### src/rtl/pattern_tx_pkg.sv
`default_nettype none
// ============================================================================
// Module      : pattern_tx_pkg
// Description : Shared state encoding, idle level and width helpers for the
//               serial test-pattern transmitter.
// Revision    : 1.0 - initial release
// ============================================================================
package pattern_tx_pkg;

    typedef enum logic [1:0] {
        ST_IDLE  = 2'd0,
        ST_LOAD  = 2'd1,
        ST_SHIFT = 2'd2,
        ST_GAP   = 2'd3
    } tx_state_t;

    localparam logic c_idle_level_default = 1'b0;

    function automatic int clog2(input int value);
        int r;
        int v;
        r = 0;
        v = value - 1;
        while (v > 0) begin
            r = r + 1;
            v = v >> 1;
        end
        return r;
    endfunction

    // Counter width that never collapses to zero bits for counts of 1.
    function automatic int cnt_width(input int count);
        return (count > 1) ? clog2(count) : 1;
    endfunction

endpackage
`default_nettype wire

### src/rtl/pattern_tx_gen_bit_tick_gen.sv
`default_nettype none
// ============================================================================
// Module      : bit_tick_gen
// Description : Bit-period divider; ticks on the last clock of every DIV-clock
//               bit period, held at phase zero while restart is high.
// Revision    : 1.0 - initial release
// ============================================================================
module bit_tick_gen
    import pattern_tx_pkg::*;
#(
    parameter int DIV = 4
) (
    input  logic clk,
    input  logic rst,
    input  logic restart,
    output logic tick
);

    localparam int                 c_cnt_w = cnt_width(DIV);
    localparam logic [c_cnt_w-1:0] c_last  = c_cnt_w'(DIV - 1);
    localparam logic [c_cnt_w-1:0] c_one   = c_cnt_w'(1);

    logic [c_cnt_w-1:0] r_cnt;

    always_ff @(posedge clk) begin
        if (rst || restart) begin
            r_cnt <= '0;
        end else if (r_cnt == c_last) begin
            r_cnt <= '0;
        end else begin
            r_cnt <= r_cnt + c_one;
        end
    end

    assign tick = (r_cnt == c_last) && !restart;

endmodule
`default_nettype wire

### src/rtl/pattern_tx_gen.sv
`default_nettype none
// ============================================================================
// Module      : pattern_tx_gen
// Description : Serial test-pattern transmitter: writable pattern memory,
//               MSB-first serialiser with one-shot and continuous bursts.
// Revision    : 1.0 - initial release
// ============================================================================
module pattern_tx_gen
    import pattern_tx_pkg::*;
#(
    parameter int   DATA_W     = 8,
    parameter int   DEPTH      = 16,
    parameter int   BIT_DIV    = 4,
    parameter int   GAP_BITS   = 2,
    parameter logic IDLE_LEVEL = c_idle_level_default
) (
    input  logic                       clk,
    input  logic                       rst,
    input  logic                       send_en,
    input  logic                       mode,
    input  logic [7:0]                 rep_cnt,
    input  logic [$clog2(DEPTH+1)-1:0] len,
    input  logic                       wr_en,
    input  logic [$clog2(DEPTH)-1:0]   wr_addr,
    input  logic [DATA_W-1:0]          wr_data,
    output logic                       ser_out,
    output logic                       busy,
    output logic                       frame_done,
    output logic                       burst_done,
    output logic                       wr_rej,
    output logic [$clog2(DEPTH)-1:0]   word_idx
);

    localparam int c_idx_w = $clog2(DEPTH);
    localparam int c_len_w = $clog2(DEPTH + 1);
    localparam int c_bit_w = cnt_width(DATA_W);
    // GAP_BITS is expected to be at least 1.
    localparam int c_gap_w = cnt_width(GAP_BITS);

    localparam logic [c_len_w-1:0] c_depth_len = c_len_w'(DEPTH);
    localparam logic [c_len_w-1:0] c_len_one   = c_len_w'(1);
    localparam logic [c_idx_w-1:0] c_idx_one   = c_idx_w'(1);
    localparam logic [c_bit_w-1:0] c_bit_last  = c_bit_w'(DATA_W - 1);
    localparam logic [c_bit_w-1:0] c_bit_one   = c_bit_w'(1);
    localparam logic [c_gap_w-1:0] c_gap_last  = c_gap_w'(GAP_BITS - 1);
    localparam logic [c_gap_w-1:0] c_gap_one   = c_gap_w'(1);

    tx_state_t           r_state;
    tx_state_t           w_state_n;
    logic                r_send_en_q;
    logic [c_len_w-1:0]  r_len;
    logic [c_len_w-1:0]  w_len_n;
    logic                r_mode;
    logic                w_mode_n;
    logic [7:0]          r_frames_left;
    logic [7:0]          w_frames_left_n;
    logic [DATA_W-1:0]   r_shreg;
    logic [DATA_W-1:0]   w_shreg_n;
    logic [c_bit_w-1:0]  r_bit_cnt;
    logic [c_bit_w-1:0]  w_bit_cnt_n;
    logic [c_gap_w-1:0]  r_gap_cnt;
    logic [c_gap_w-1:0]  w_gap_cnt_n;
    logic [c_idx_w-1:0]  r_word_idx;
    logic [c_idx_w-1:0]  w_word_idx_n;
    logic                r_ser;
    logic                w_ser_n;
    logic                r_busy;
    logic                w_busy_n;
    logic                r_frame_done;
    logic                w_frame_done_n;
    logic                r_burst_done;
    logic                w_burst_done_n;
    logic                r_wr_rej;
    logic                w_wr_rej_n;

    logic [DATA_W-1:0]   r_mem [DEPTH];

    logic                w_edge;
    logic                w_len_ok;
    logic                w_start;
    logic                w_wr_ok;
    logic                w_tick;
    logic                w_restart;
    logic                w_last_word;
    logic                w_more_frames;
    logic [DATA_W-1:0]   w_rd_cur;
    logic [DATA_W-1:0]   w_rd_next;
    logic [DATA_W-1:0]   w_rd_first;

    assign w_edge    = send_en & ~r_send_en_q;
    assign w_len_ok  = (len != '0) && (len <= c_depth_len);
    assign w_start   = (r_state == ST_IDLE) && w_edge && w_len_ok;
    assign w_wr_ok   = !r_busy && !w_start;
    assign w_restart = (r_state == ST_IDLE) || (r_state == ST_LOAD);

    assign w_last_word   = (c_len_w'(r_word_idx) == (r_len - c_len_one));
    assign w_more_frames = r_mode ? send_en : (r_frames_left != 8'd0);

    assign w_rd_cur   = r_mem[r_word_idx];
    assign w_rd_next  = r_mem[r_word_idx + c_idx_one];
    assign w_rd_first = r_mem[0];

    bit_tick_gen #(
        .DIV     (BIT_DIV)
    ) u_bit_tick (
        .clk     (clk),
        .rst     (rst),
        .restart (w_restart),
        .tick    (w_tick)
    );

    // Pattern memory: no reset, writes only while the shifter is idle.
    always_ff @(posedge clk) begin
        if (wr_en && w_wr_ok) begin
            r_mem[wr_addr] <= wr_data;
        end
    end

    always_comb begin
        w_state_n       = r_state;
        w_len_n         = r_len;
        w_mode_n        = r_mode;
        w_frames_left_n = r_frames_left;
        w_shreg_n       = r_shreg;
        w_bit_cnt_n     = r_bit_cnt;
        w_gap_cnt_n     = r_gap_cnt;
        w_word_idx_n    = r_word_idx;
        w_busy_n        = r_busy;
        w_frame_done_n  = 1'b0;
        w_burst_done_n  = 1'b0;
        w_wr_rej_n      = wr_en && !w_wr_ok;
        w_ser_n         = (r_state == ST_SHIFT) ? r_shreg[DATA_W-1] : IDLE_LEVEL;

        case (r_state)
            ST_IDLE: begin
                if (w_start) begin
                    w_state_n       = ST_LOAD;
                    w_len_n         = len;
                    w_mode_n        = mode;
                    w_frames_left_n = rep_cnt;
                    w_word_idx_n    = '0;
                    w_busy_n        = 1'b1;
                end
            end

            ST_LOAD: begin
                w_shreg_n   = w_rd_cur;
                w_bit_cnt_n = '0;
                w_state_n   = ST_SHIFT;
            end

            ST_SHIFT: begin
                if (w_tick) begin
                    if (r_bit_cnt == c_bit_last) begin
                        w_bit_cnt_n = '0;
                        if (w_last_word) begin
                            w_state_n    = ST_GAP;
                            w_gap_cnt_n  = '0;
                            w_word_idx_n = '0;
                        end else begin
                            // Preload during the last bit so words run back-to-back.
                            w_word_idx_n = r_word_idx + c_idx_one;
                            w_shreg_n    = w_rd_next;
                        end
                    end else begin
                        w_bit_cnt_n = r_bit_cnt + c_bit_one;
                        w_shreg_n   = r_shreg << 1;
                    end
                end
            end

            ST_GAP: begin
                if (w_tick) begin
                    if (r_gap_cnt == c_gap_last) begin
                        w_frame_done_n = 1'b1;
                        if (w_more_frames) begin
                            if (!r_mode) begin
                                w_frames_left_n = r_frames_left - 8'd1;
                            end
                            // Next frame's first word loads here, not in LOAD.
                            w_state_n    = ST_SHIFT;
                            w_shreg_n    = w_rd_first;
                            w_bit_cnt_n  = '0;
                            w_word_idx_n = '0;
                        end else begin
                            w_state_n      = ST_IDLE;
                            w_busy_n       = 1'b0;
                            w_burst_done_n = 1'b1;
                        end
                    end else begin
                        w_gap_cnt_n = r_gap_cnt + c_gap_one;
                    end
                end
            end

            default: begin
                w_state_n = ST_IDLE;
            end
        endcase
    end

    always_ff @(posedge clk) begin
        if (rst) begin
            r_state       <= ST_IDLE;
            r_send_en_q   <= 1'b0;
            r_len         <= '0;
            r_mode        <= 1'b0;
            r_frames_left <= 8'd0;
            r_shreg       <= '0;
            r_bit_cnt     <= '0;
            r_gap_cnt     <= '0;
            r_word_idx    <= '0;
            r_ser         <= IDLE_LEVEL;
            r_busy        <= 1'b0;
            r_frame_done  <= 1'b0;
            r_burst_done  <= 1'b0;
            r_wr_rej      <= 1'b0;
        end else begin
            r_state       <= w_state_n;
            r_send_en_q   <= send_en;
            r_len         <= w_len_n;
            r_mode        <= w_mode_n;
            r_frames_left <= w_frames_left_n;
            r_shreg       <= w_shreg_n;
            r_bit_cnt     <= w_bit_cnt_n;
            r_gap_cnt     <= w_gap_cnt_n;
            r_word_idx    <= w_word_idx_n;
            r_ser         <= w_ser_n;
            r_busy        <= w_busy_n;
            r_frame_done  <= w_frame_done_n;
            r_burst_done  <= w_burst_done_n;
            r_wr_rej      <= w_wr_rej_n;
        end
    end

    assign ser_out    = r_ser;
    assign busy       = r_busy;
    assign frame_done = r_frame_done;
    assign burst_done = r_burst_done;
    assign wr_rej     = r_wr_rej;
    assign word_idx   = r_word_idx;

endmodule
`default_nettype wire
### config.mk
export PLATFORM = sky130hd
export DESIGN_NAME = pattern_tx_gen
export DESIGN_NICKNAME = d
export VERILOG_FILES = /design/src/rtl/pattern_tx_pkg.sv /design/src/rtl/pattern_tx_gen_bit_tick_gen.sv /design/src/rtl/pattern_tx_gen.sv
export SDC_FILE = /design/constraint.sdc
export NUM_CORES = 1
export LEC_CHECK = 0
export BUFFER_PORTS_ARGS = -buffer_cell sky130_fd_sc_hd__buf_2
export CORE_UTILIZATION = 30
export CTS_CLUSTER_DIAMETER = 40
export DETAILED_ROUTE_END_ITERATION = 7
export GPL_ROUTABILITY_DRIVEN = 0
export MAX_ROUTING_LAYER = met4
export PLACE_DENSITY_LB_ADDON = 0.2
export SYNTH_ARGS = -nofsm -noshare
export SYNTH_HDL_FRONTEND = slang
export SYNTH_SLANG_ARGS = --single-unit
### constraint.sdc
create_clock -name clk -period 3.3 [get_ports clk]
set_input_delay 0.495 -clock clk [delete_from_list [all_inputs] [get_ports clk]]
set_output_delay 0.495 -clock clk [all_outputs]
set_load 0.01 [all_outputs]
==> results of run 1 <==
## worst min-delay path, delay by kind of cell
kind                   cells  cell delay, ns
buffers and inverters      1            0.08
muxes                      1            0.05
and+or+nand+nor            1            0.07
## cell usage in the layout, fill, tap and decap left out, drive strengths merged, types with 3 or more instances in the layout
cell type,Yosys,routed
a31oi,9,9
buf,10,74
a2111oi,15,15
clkinv,1,9
nand2,30,30
nor3,14,14
nand3,15,15
mux4,4,4
a221oi,9,9
or2,4,4
nand4,3,3
nor4,4,4
o22ai,15,15
inv,13,19
xnor2,5,5
mux2,28,28
or3,4,4
o21ai,21,21
a21oi,18,18
a22oi,30,30
nand2b,6,6
a211oi,16,16
or3b,3,3
o21a,3,3
and3,3,3
dfxtp,44,44
edfxtp,128,128
xor2,3,3
nor2,38,38
clkbuf,34,17
mux2i,89,89
nor3b,3,3
ha,12,12
nor2b,19,19
## cell families (layout without fill, tap and decap cells)
kind of cell	count (synthesis)	in the layout	synth area share, %
compound gates	156	156	13.1
xor+xnor	8	8	0.835
fa+ha+maj	12	12	1.79
buf+inv	58	120	2.77
flops	172	172	56.3
mux	121	121	15.4
simple gates	157	157	9.81
## metrics by stage
step | hold WS, ns | total power [mW] | std cells | util [%]
2_1_floorplan | 0.407 | 3.35 | 684 | -
3_3_place_gp | 0.420 | 3.63 | 1086 | 33.7
3_5_place_dp | 0.425 | 3.66 | 1086 | 33.7
4_1_cts | 0.288 | 5.75 | 1118 | 36.1
5_1_grt | 0.316 | 5.97 | 1118 | 36.1
6_report | 0.299 | 5.71 | 1118 | 36.1
## area by class of cell
cell class	count	area, um^2	share of cell area [%]
Sequential cell	172	4730	48.2
Multi-Input combinational cell	454	3450	35.2
Timing Repair Buffer	74	473	4.82
Tap cell	372	465	4.75
Clock buffer	17	425	4.34
Clock inverter	15	210	2.14
Inverter	14	52.6	0.536
## registers in the layout, summed over array words and instances, names as in the netlist, named ones only
name	flops
r_frames_left	8
r_bit_cnt	3
frame_done	1
ser_out	1
r_state	2
busy	1
r_mode	1
u_bit_tick.r_cnt	2
r_send_en_q	1
r_gap_cnt	1
wr_rej	1
word_idx	4
burst_done	1
r_mem	128
r_len	5
r_shreg	8
## path summary, 6_finish.rpt
check                                        end  slack (ns)  depth (start not counted)
setup / recovery         r_shreg[7]$_SDFFE_PP0P_        0.34                          7
setup reg to reg         r_shreg[7]$_SDFFE_PP0P_        0.34                          7
hold / removal               r_mode$_SDFFE_PP0P_        0.30                          3
hold reg to reg   u_bit_tick.r_cnt[0]$_SDFF_PP0_        0.43                          1
## where the power goes
| group | total (mW) | switching [mW] | internal [mW] |
|---|---|---|---|
| Combinational | 1.05 | 0.634 | 0.415 |
| Clock | 2.09 | 0.986 | 1.10 |
| Sequential | 2.57 | 0.114 | 2.46 |
| Total | 5.71 | 1.73 | 3.98 |
## routing by layer
metal	up-vias	routed length, um
li1	2763	-
met5	-	0
met3	42	1300
met2	210	11100
met4	0	697
met1	3012	10700
==> flow_metrics.env, run 1 <==
export IMPL_path_buf_inv=1
export IMPL_post_cts_setup_buffers=0
export IMPL_path_delay_family="compound AO/OA/AOI/OAI gates"
export IMPL_cts_htree_levels=4
export IMPL_syn_nets=726
export IMPL_io_buffers=38
export IMPL_global_route_usage_met2_pct=28.2
export IMPL_antenna_violations_before_repair=0
export IMPL_postRouteWirelength_um=23800
export IMPL_vias_in_the_first_global_route=6045
export IMPL_seq_area_frac_synth_pct=56.3
export IMPL_final_layout_size_suffix_gt1_share_pct=20.1
export IMPL_start_point_of_the_worst_min_delay_path="mode"
export IMPL_hold_viol=0
export IMPL_dp_slack_ns=0.282
export IMPL_most_instantiated_flip_flop_cell_in_the_synthesis_netlist="sky130_fd_sc_hd__edfxtp_1"
export IMPL_first_pass_grt_wire_length_um=35600
export IMPL_number_of_buffers_inserted_during_clock_tree_synthesis=17
export IMPL_dpl_hpwl_um=15700
export IMPL_design_area_um2=9800
export IMPL_clock_sinks=172
export IMPL_async_reset_ff_share_pct=0
export IMPL_antenna_cells_inserted=0
export IMPL_peakVddDrop_mv=0.344
export IMPL_timing_hold_worst_class="input port to flop"
export IMPL_worst_path_largest_cell_delay_ns=0.89
export IMPL_layout_nets=775
export IMPL_fillerInstances=2661
export IMPL_final_max_slew_violation_count=0
export IMPL_global_route_usage_met1_pct=21.6
export IMPL_type_of_element_launching_the_critical_path="flop"
export IMPL_worst_r2r_startpoint="word_idx[1]$_SDFFE_PP0N_"
export IMPL_yosys_warnings=0
export IMPL_yosys_area_top_type_share_pct=45.8
export IMPL_ys_ff_latch=172
export IMPL_grt_use_total_pct=17.5
export IMPL_core_area_um2=27200
export IMPL_setup_slack_ns=0.337
export IMPL_grt_start_max_net_pins=68
export IMPL_final_setup_viol_count=0
export IMPL_gr_max_usage_layer="met2"
export IMPL_first_pass_iters=5
export IMPL_clk_latency_worst_skew_pair_ns=0.44
export IMPL_die_area_um2=28700
export IMPL_clk_root_buffer_cell="sky130_fd_sc_hd__clkbuf_16"
export IMPL_drc=0
export IMPL_min_period_ns=2.96
export IMPL_synth_top_cells_by_area="sky130_fd_sc_hd__edfxtp_1 46%, sky130_fd_sc_hd__mux2i_1 11%, sky130_fd_sc_hd__dfxtp_1 10%"
export IMPL_clk_pin_slew_worst_paths_ns=0.07
export IMPL_number_of_buffers_added_to_fix_hold_violations_after_cts=0
export IMPL_postSynthCellCount=684
export IMPL_placedInstanceArea_um2=9170
export IMPL_die_height_um=169
export IMPL_netlist_top_cells_count="128 x sky130_fd_sc_hd__edfxtp_1, 89 x sky130_fd_sc_hd__mux2i_1, 44 x sky130_fd_sc_hd__dfxtp_1"
export IMPL_area_growth_syn_to_layout_pct=16.8
export IMPL_grt_met3_usage_pct=3.68
export IMPL_leakage_nw=3.17
export IMPL_clock_tree_from_tritoncts="yes"
export IMPL_io_pin_count=39
export IMPL_end_kind="flop"
export IMPL_timing_final_crit_share_pct=89.8
export IMPL_routed_wire_length_per_instance_um=21.3
export IMPL_postCtsResizedCells=0
export IMPL_worstSetupPathType="flop to flop"
export IMPL_maximum_clock_insertion_buffer_count=2
export IMPL_rsz0062_at_grt="false"
export IMPL_detail_route_antenna_nets=0
export IMPL_status="finished clean"
export IMPL_synth_cell_types=63
export IMPL_vias=6027
export IMPL_cellPowerDensity_nw_per_um2=583
export IMPL_initial_drc_count=458
export IMPL_timing_max_slew_rel_slack_pct=25.9
export IMPL_synth_top_cell_by_area="sky130_fd_sc_hd__edfxtp_1"
export IMPL_maxCapViolCount=0
export IMPL_grt_overflow_total=0
export IMPL_crit_required_ns=3.66
export IMPL_critical_path_slowest_cell="sky130_fd_sc_hd__ha_4"
export IMPL_cp_startpoint="word_idx[1]$_SDFFE_PP0N_"
export IMPL_crit_path_max_fanout=67
export IMPL_routed_via_density=5.39
export IMPL_crit_arrival_ns=3.33
export IMPL_rows=60
export IMPL_worstPathCellList="ha_4 -> mux2_2 -> o22ai_1 -> a2111oi_0 -> buf_4 -> nor2_1 -> a31oi_1"
export IMPL_post_synth_top_count_cell="sky130_fd_sc_hd__edfxtp_1"
export IMPL_max_slew_worst_pin_slew_ns=1.11
export IMPL_summed_instance_area_of_the_synthesized_netlist_um2=8390
export IMPL_maxClockFrequency_ghz=0.338
export IMPL_die_width_um=169
export IMPL_initial_utilization_pct=30.9
export IMPL_skew_ns=0.0121
export IMPL_number_of_enable_flip_flop_cells_after_synthesis=128
export IMPL_postSynthAreaPerCell_um2=12.3
export IMPL_setup_tns_ns=0
(Power assumes the default switching activity.)
==> run 2, diff against run 1 <==
- PLACE_DENSITY: not set -> 0.57
- PLACE_DENSITY_LB_ADDON: 0.2 -> not set
- SYNTH_HIERARCHICAL: not set -> 1
==> run 2 against run 1 <==
Against the previous run:
- cell count down 6.7%
- register-to-register slack worse by 0.11 ns
- cell area down 0.87%
- combinational power down 24%
==> flow_metrics.env, run 2 <==
export IMPL_status="finished clean"
export IMPL_setup_tns_ns=0
export IMPL_postSynthAreaPerCell_um2=13.8
export IMPL_cp_startpoint="r_state[0]$_SDFFE_PP0P_"
export IMPL_worstPathCellList="inv_1 -> ha_1 -> or2_2 -> nor2b_1 -> nand2_1 -> a22o_1 -> a221o_1 -> or3_4 -> or4_4 -> a21oi_2"
export IMPL_type_of_element_launching_the_critical_path="flop"
export IMPL_grt_met3_usage_pct=2.69
export IMPL_timing_max_slew_rel_slack_pct=36.3
export IMPL_largest_reg_flops=128
export IMPL_synth_top_cell_by_area="sky130_fd_sc_hd__edfxtp_1"
export IMPL_grt_start_max_net_pins=41
export IMPL_rows=60
export IMPL_design_area_um2=9720
export IMPL_global_route_usage_met1_pct=19.9
export IMPL_vias_in_the_first_global_route=5405
export IMPL_crit_arrival_ns=3.43
export IMPL_yosys_area_top_type_share_pct=46.0
export IMPL_initial_utilization_pct=30.8
export IMPL_post_synth_top_count_cell="sky130_fd_sc_hd__edfxtp_1"
export IMPL_setup_worst_path_end="word_idx[3]$_SDFFE_PP0N_"
export IMPL_summed_instance_area_of_the_synthesized_netlist_um2=8360
export IMPL_routed_wire_length_per_instance_um=19.6
export IMPL_synth_top_cells_by_area="sky130_fd_sc_hd__edfxtp_1 46%, sky130_fd_sc_hd__mux4_2 13%, sky130_fd_sc_hd__dfxtp_1 11%"
export IMPL_final_max_slew_violation_count=0
export IMPL_rrSetupSlack_ns=0.23
export IMPL_io_buffers=38
export IMPL_rsz0062_at_grt="false"
export IMPL_async_reset_ff_share_pct=0
export IMPL_layout_top_registers="r_mem (128), r_frames_left (8), r_shreg (8)"
export IMPL_layout_common_cells="128 x sky130_fd_sc_hd__edfxtp_1, 63 x sky130_fd_sc_hd__mux2i_1, 58 x sky130_fd_sc_hd__nor2_1, 48 x sky130_fd_sc_hd__mux4_2, 42 x sky130_fd_sc_hd__dfxtp_1"
export IMPL_max_slew_worst_pin_slew_ns=0.956
export IMPL_seq_area_frac_synth_pct=56.5
export IMPL_netlist_top_cells_count="128 x sky130_fd_sc_hd__edfxtp_1, 63 x sky130_fd_sc_hd__mux2i_1, 58 x sky130_fd_sc_hd__nor2_1"
export IMPL_first_pass_grt_wire_length_um=31300
export IMPL_ff_latch_area_um2=4730
export IMPL_drc=0
export IMPL_clk_root_buffer_cell="sky130_fd_sc_hd__clkbuf_16"
export IMPL_clock_tree_from_tritoncts="yes"
export IMPL_peakVddDrop_mv=0.454
export IMPL_ys_ff_latch=172
export IMPL_antenna_cells_inserted=0
export IMPL_skew_ns=0.00974
export IMPL_crit_required_ns=3.66
export IMPL_worst_path_largest_cell_delay_ns=0.52
export IMPL_antenna_violations_before_repair=0
export IMPL_die_height_um=169
export IMPL_vias=5354
export IMPL_multi_input_area_um2=3440
export IMPL_critical_path_slowest_cell="sky130_fd_sc_hd__or4_4"
export IMPL_grt_use_total_pct=15.2
export IMPL_timing_final_crit_share_pct=93.0
export IMPL_worstReg2RegEnd="word_idx[3]$_SDFFE_PP0N_"
export IMPL_final_setup_viol_count=0
export IMPL_end_kind="flop"
export IMPL_core_area_um2=27200
export IMPL_area_growth_syn_to_layout_pct=16.2
export IMPL_r2r_worst_path_depth=10
export IMPL_routed_via_density=5.13
export IMPL_maximum_clock_insertion_buffer_count=2
export IMPL_number_of_buffers_inserted_during_clock_tree_synthesis=17
export IMPL_initial_drc_count=414
export IMPL_clock_sinks=172
export IMPL_gr_max_usage_layer="met2"
export IMPL_grt_overflow_total=0
export IMPL_clk_latency_worst_skew_pair_ns=0.44
export IMPL_clk_pin_slew_worst_paths_ns=0.07
export IMPL_cts_htree_levels=4
export IMPL_final_layout_size_suffix_gt1_share_pct=25.6
export IMPL_layout_nets=700
export IMPL_registers_top_by_ff_count="r_mem"
export IMPL_yosys_warnings=6
export IMPL_maxCapViolCount=0
export IMPL_die_width_um=169
export IMPL_number_of_buffers_added_to_fix_hold_violations_after_cts=0
export IMPL_dpl_hpwl_um=13800
export IMPL_totalPowerFinal_mw=5.29
export IMPL_syn_nets=647
export IMPL_hold_viol=0
export IMPL_postSynthCellCount=605
export IMPL_placedInstanceArea_um2=9140
export IMPL_min_period_ns=3.07
export IMPL_global_route_usage_met2_pct=23.8
export IMPL_maxClockFrequency_ghz=0.326
export IMPL_first_pass_iters=5
export IMPL_most_instantiated_flip_flop_cell_in_the_synthesis_netlist="sky130_fd_sc_hd__edfxtp_1"
export IMPL_postRouteWirelength_um=20400
export IMPL_number_of_enable_flip_flop_cells_after_synthesis=128
export IMPL_leakage_nw=3.09
export IMPL_post_cts_setup_buffers=0
export IMPL_synth_cell_types=63
export IMPL_worstSetupPathType="flop to flop"
export IMPL_timing_hold_worst_class="input port to flop"
export IMPL_layout_commonest_cell="sky130_fd_sc_hd__edfxtp_1"
export IMPL_io_pin_count=39
export IMPL_worst_r2r_startpoint="r_state[0]$_SDFFE_PP0P_"
export IMPL_die_area_um2=28600
export IMPL_fillerInstances=2649
export IMPL_cellPowerDensity_nw_per_um2=544
export IMPL_postCtsResizedCells=0
export IMPL_detail_route_antenna_nets=0
export IMPL_crit_path_max_fanout=6
-- run 2: routing by layer --
metal	up-vias	share of wire [%]	wire length, um
li1	2478	-	-
met1	2687	47	9490
met2	161	47	9530
met3	28	4.9	1000
met4	0	1.9	382
met5	-	0	0
-- run 2: worst min-delay path by stage --
stage / start / end / slack [ns] / depth (start not counted)
after global placement: u_bit_tick/r_cnt[0]$_SDFF_PP0_ / u_bit_tick/r_cnt[0]$_SDFF_PP0_ / 0.43 / 1
after floorplan: u_bit_tick/r_cnt[0]$_SDFF_PP0_ / u_bit_tick/r_cnt[0]$_SDFF_PP0_ / 0.41 / 1
after global routing: mode / r_mode$_SDFFE_PP0P_ / 0.30 / 3
final: mode / r_mode$_SDFFE_PP0P_ / 0.30 / 3
after CTS: mode / r_mode$_SDFFE_PP0P_ / 0.29 / 3
after detailed placement: u_bit_tick/r_cnt[0]$_SDFF_PP0_ / u_bit_tick/r_cnt[0]$_SDFF_PP0_ / 0.45 / 1
-- run 2: through the flow --
step           hold slack (ns)  cells  util (%)  worst slack [ns]
3_5_place_dp             0.450   1011      33.6             0.253
6_report                 0.296   1043      35.8             0.230
3_3_place_gp             0.431   1011      33.6             0.344
5_1_grt                  0.295   1043      35.8            0.0663
4_1_cts                  0.287   1043      35.8             0.228
2_1_floorplan            0.408    605         -             0.309
-- run 2: layout make-up --
cell class | instances | area share [%]
clock buffers | 17 | 4.38
clock inverters | 15 | 1.63
inverters | 14 | 0.541
repair buffers | 69 | 4.61
flip-flops and latches | 172 | 48.6
multi-input cells | 384 | 35.4
well taps | 372 | 4.79
-- run 2: where the power goes --
part / internal (mW) / switching (mW) / leakage, nW
logic: 0.336 / 0.465 / 1.30
registers: 2.43 / 0.0884 / 1.51
clock network: 1.07 / 0.905 / 0.280
-- run 2: worst max-delay path, delay by kind of cell (launching register included) --
kind | cells | cell delay (ns)
buffers and inverters | 1 | 0.11
and+or+nand+nor | 5 | 1.65
DFF | 1 | 0.36
adders and majority gates | 1 | 0.22
AOI/OAI and AO/OA | 3 | 0.64
-- run 2: cell families after synthesis --
| group | Yosys count | share of synthesized area, % |
|---|---|---|
| DFF | 172 | 56.5 |
| and+or+nand+nor | 154 | 9.54 |
| adders and majority gates | 12 | 1.80 |
| muxes | 112 | 20.6 |
| buffers and inverters | 49 | 2.48 |
| xor gates and xnor gates | 9 | 1.03 |
| AOI/OAI and AO/OA | 97 | 8.06 |
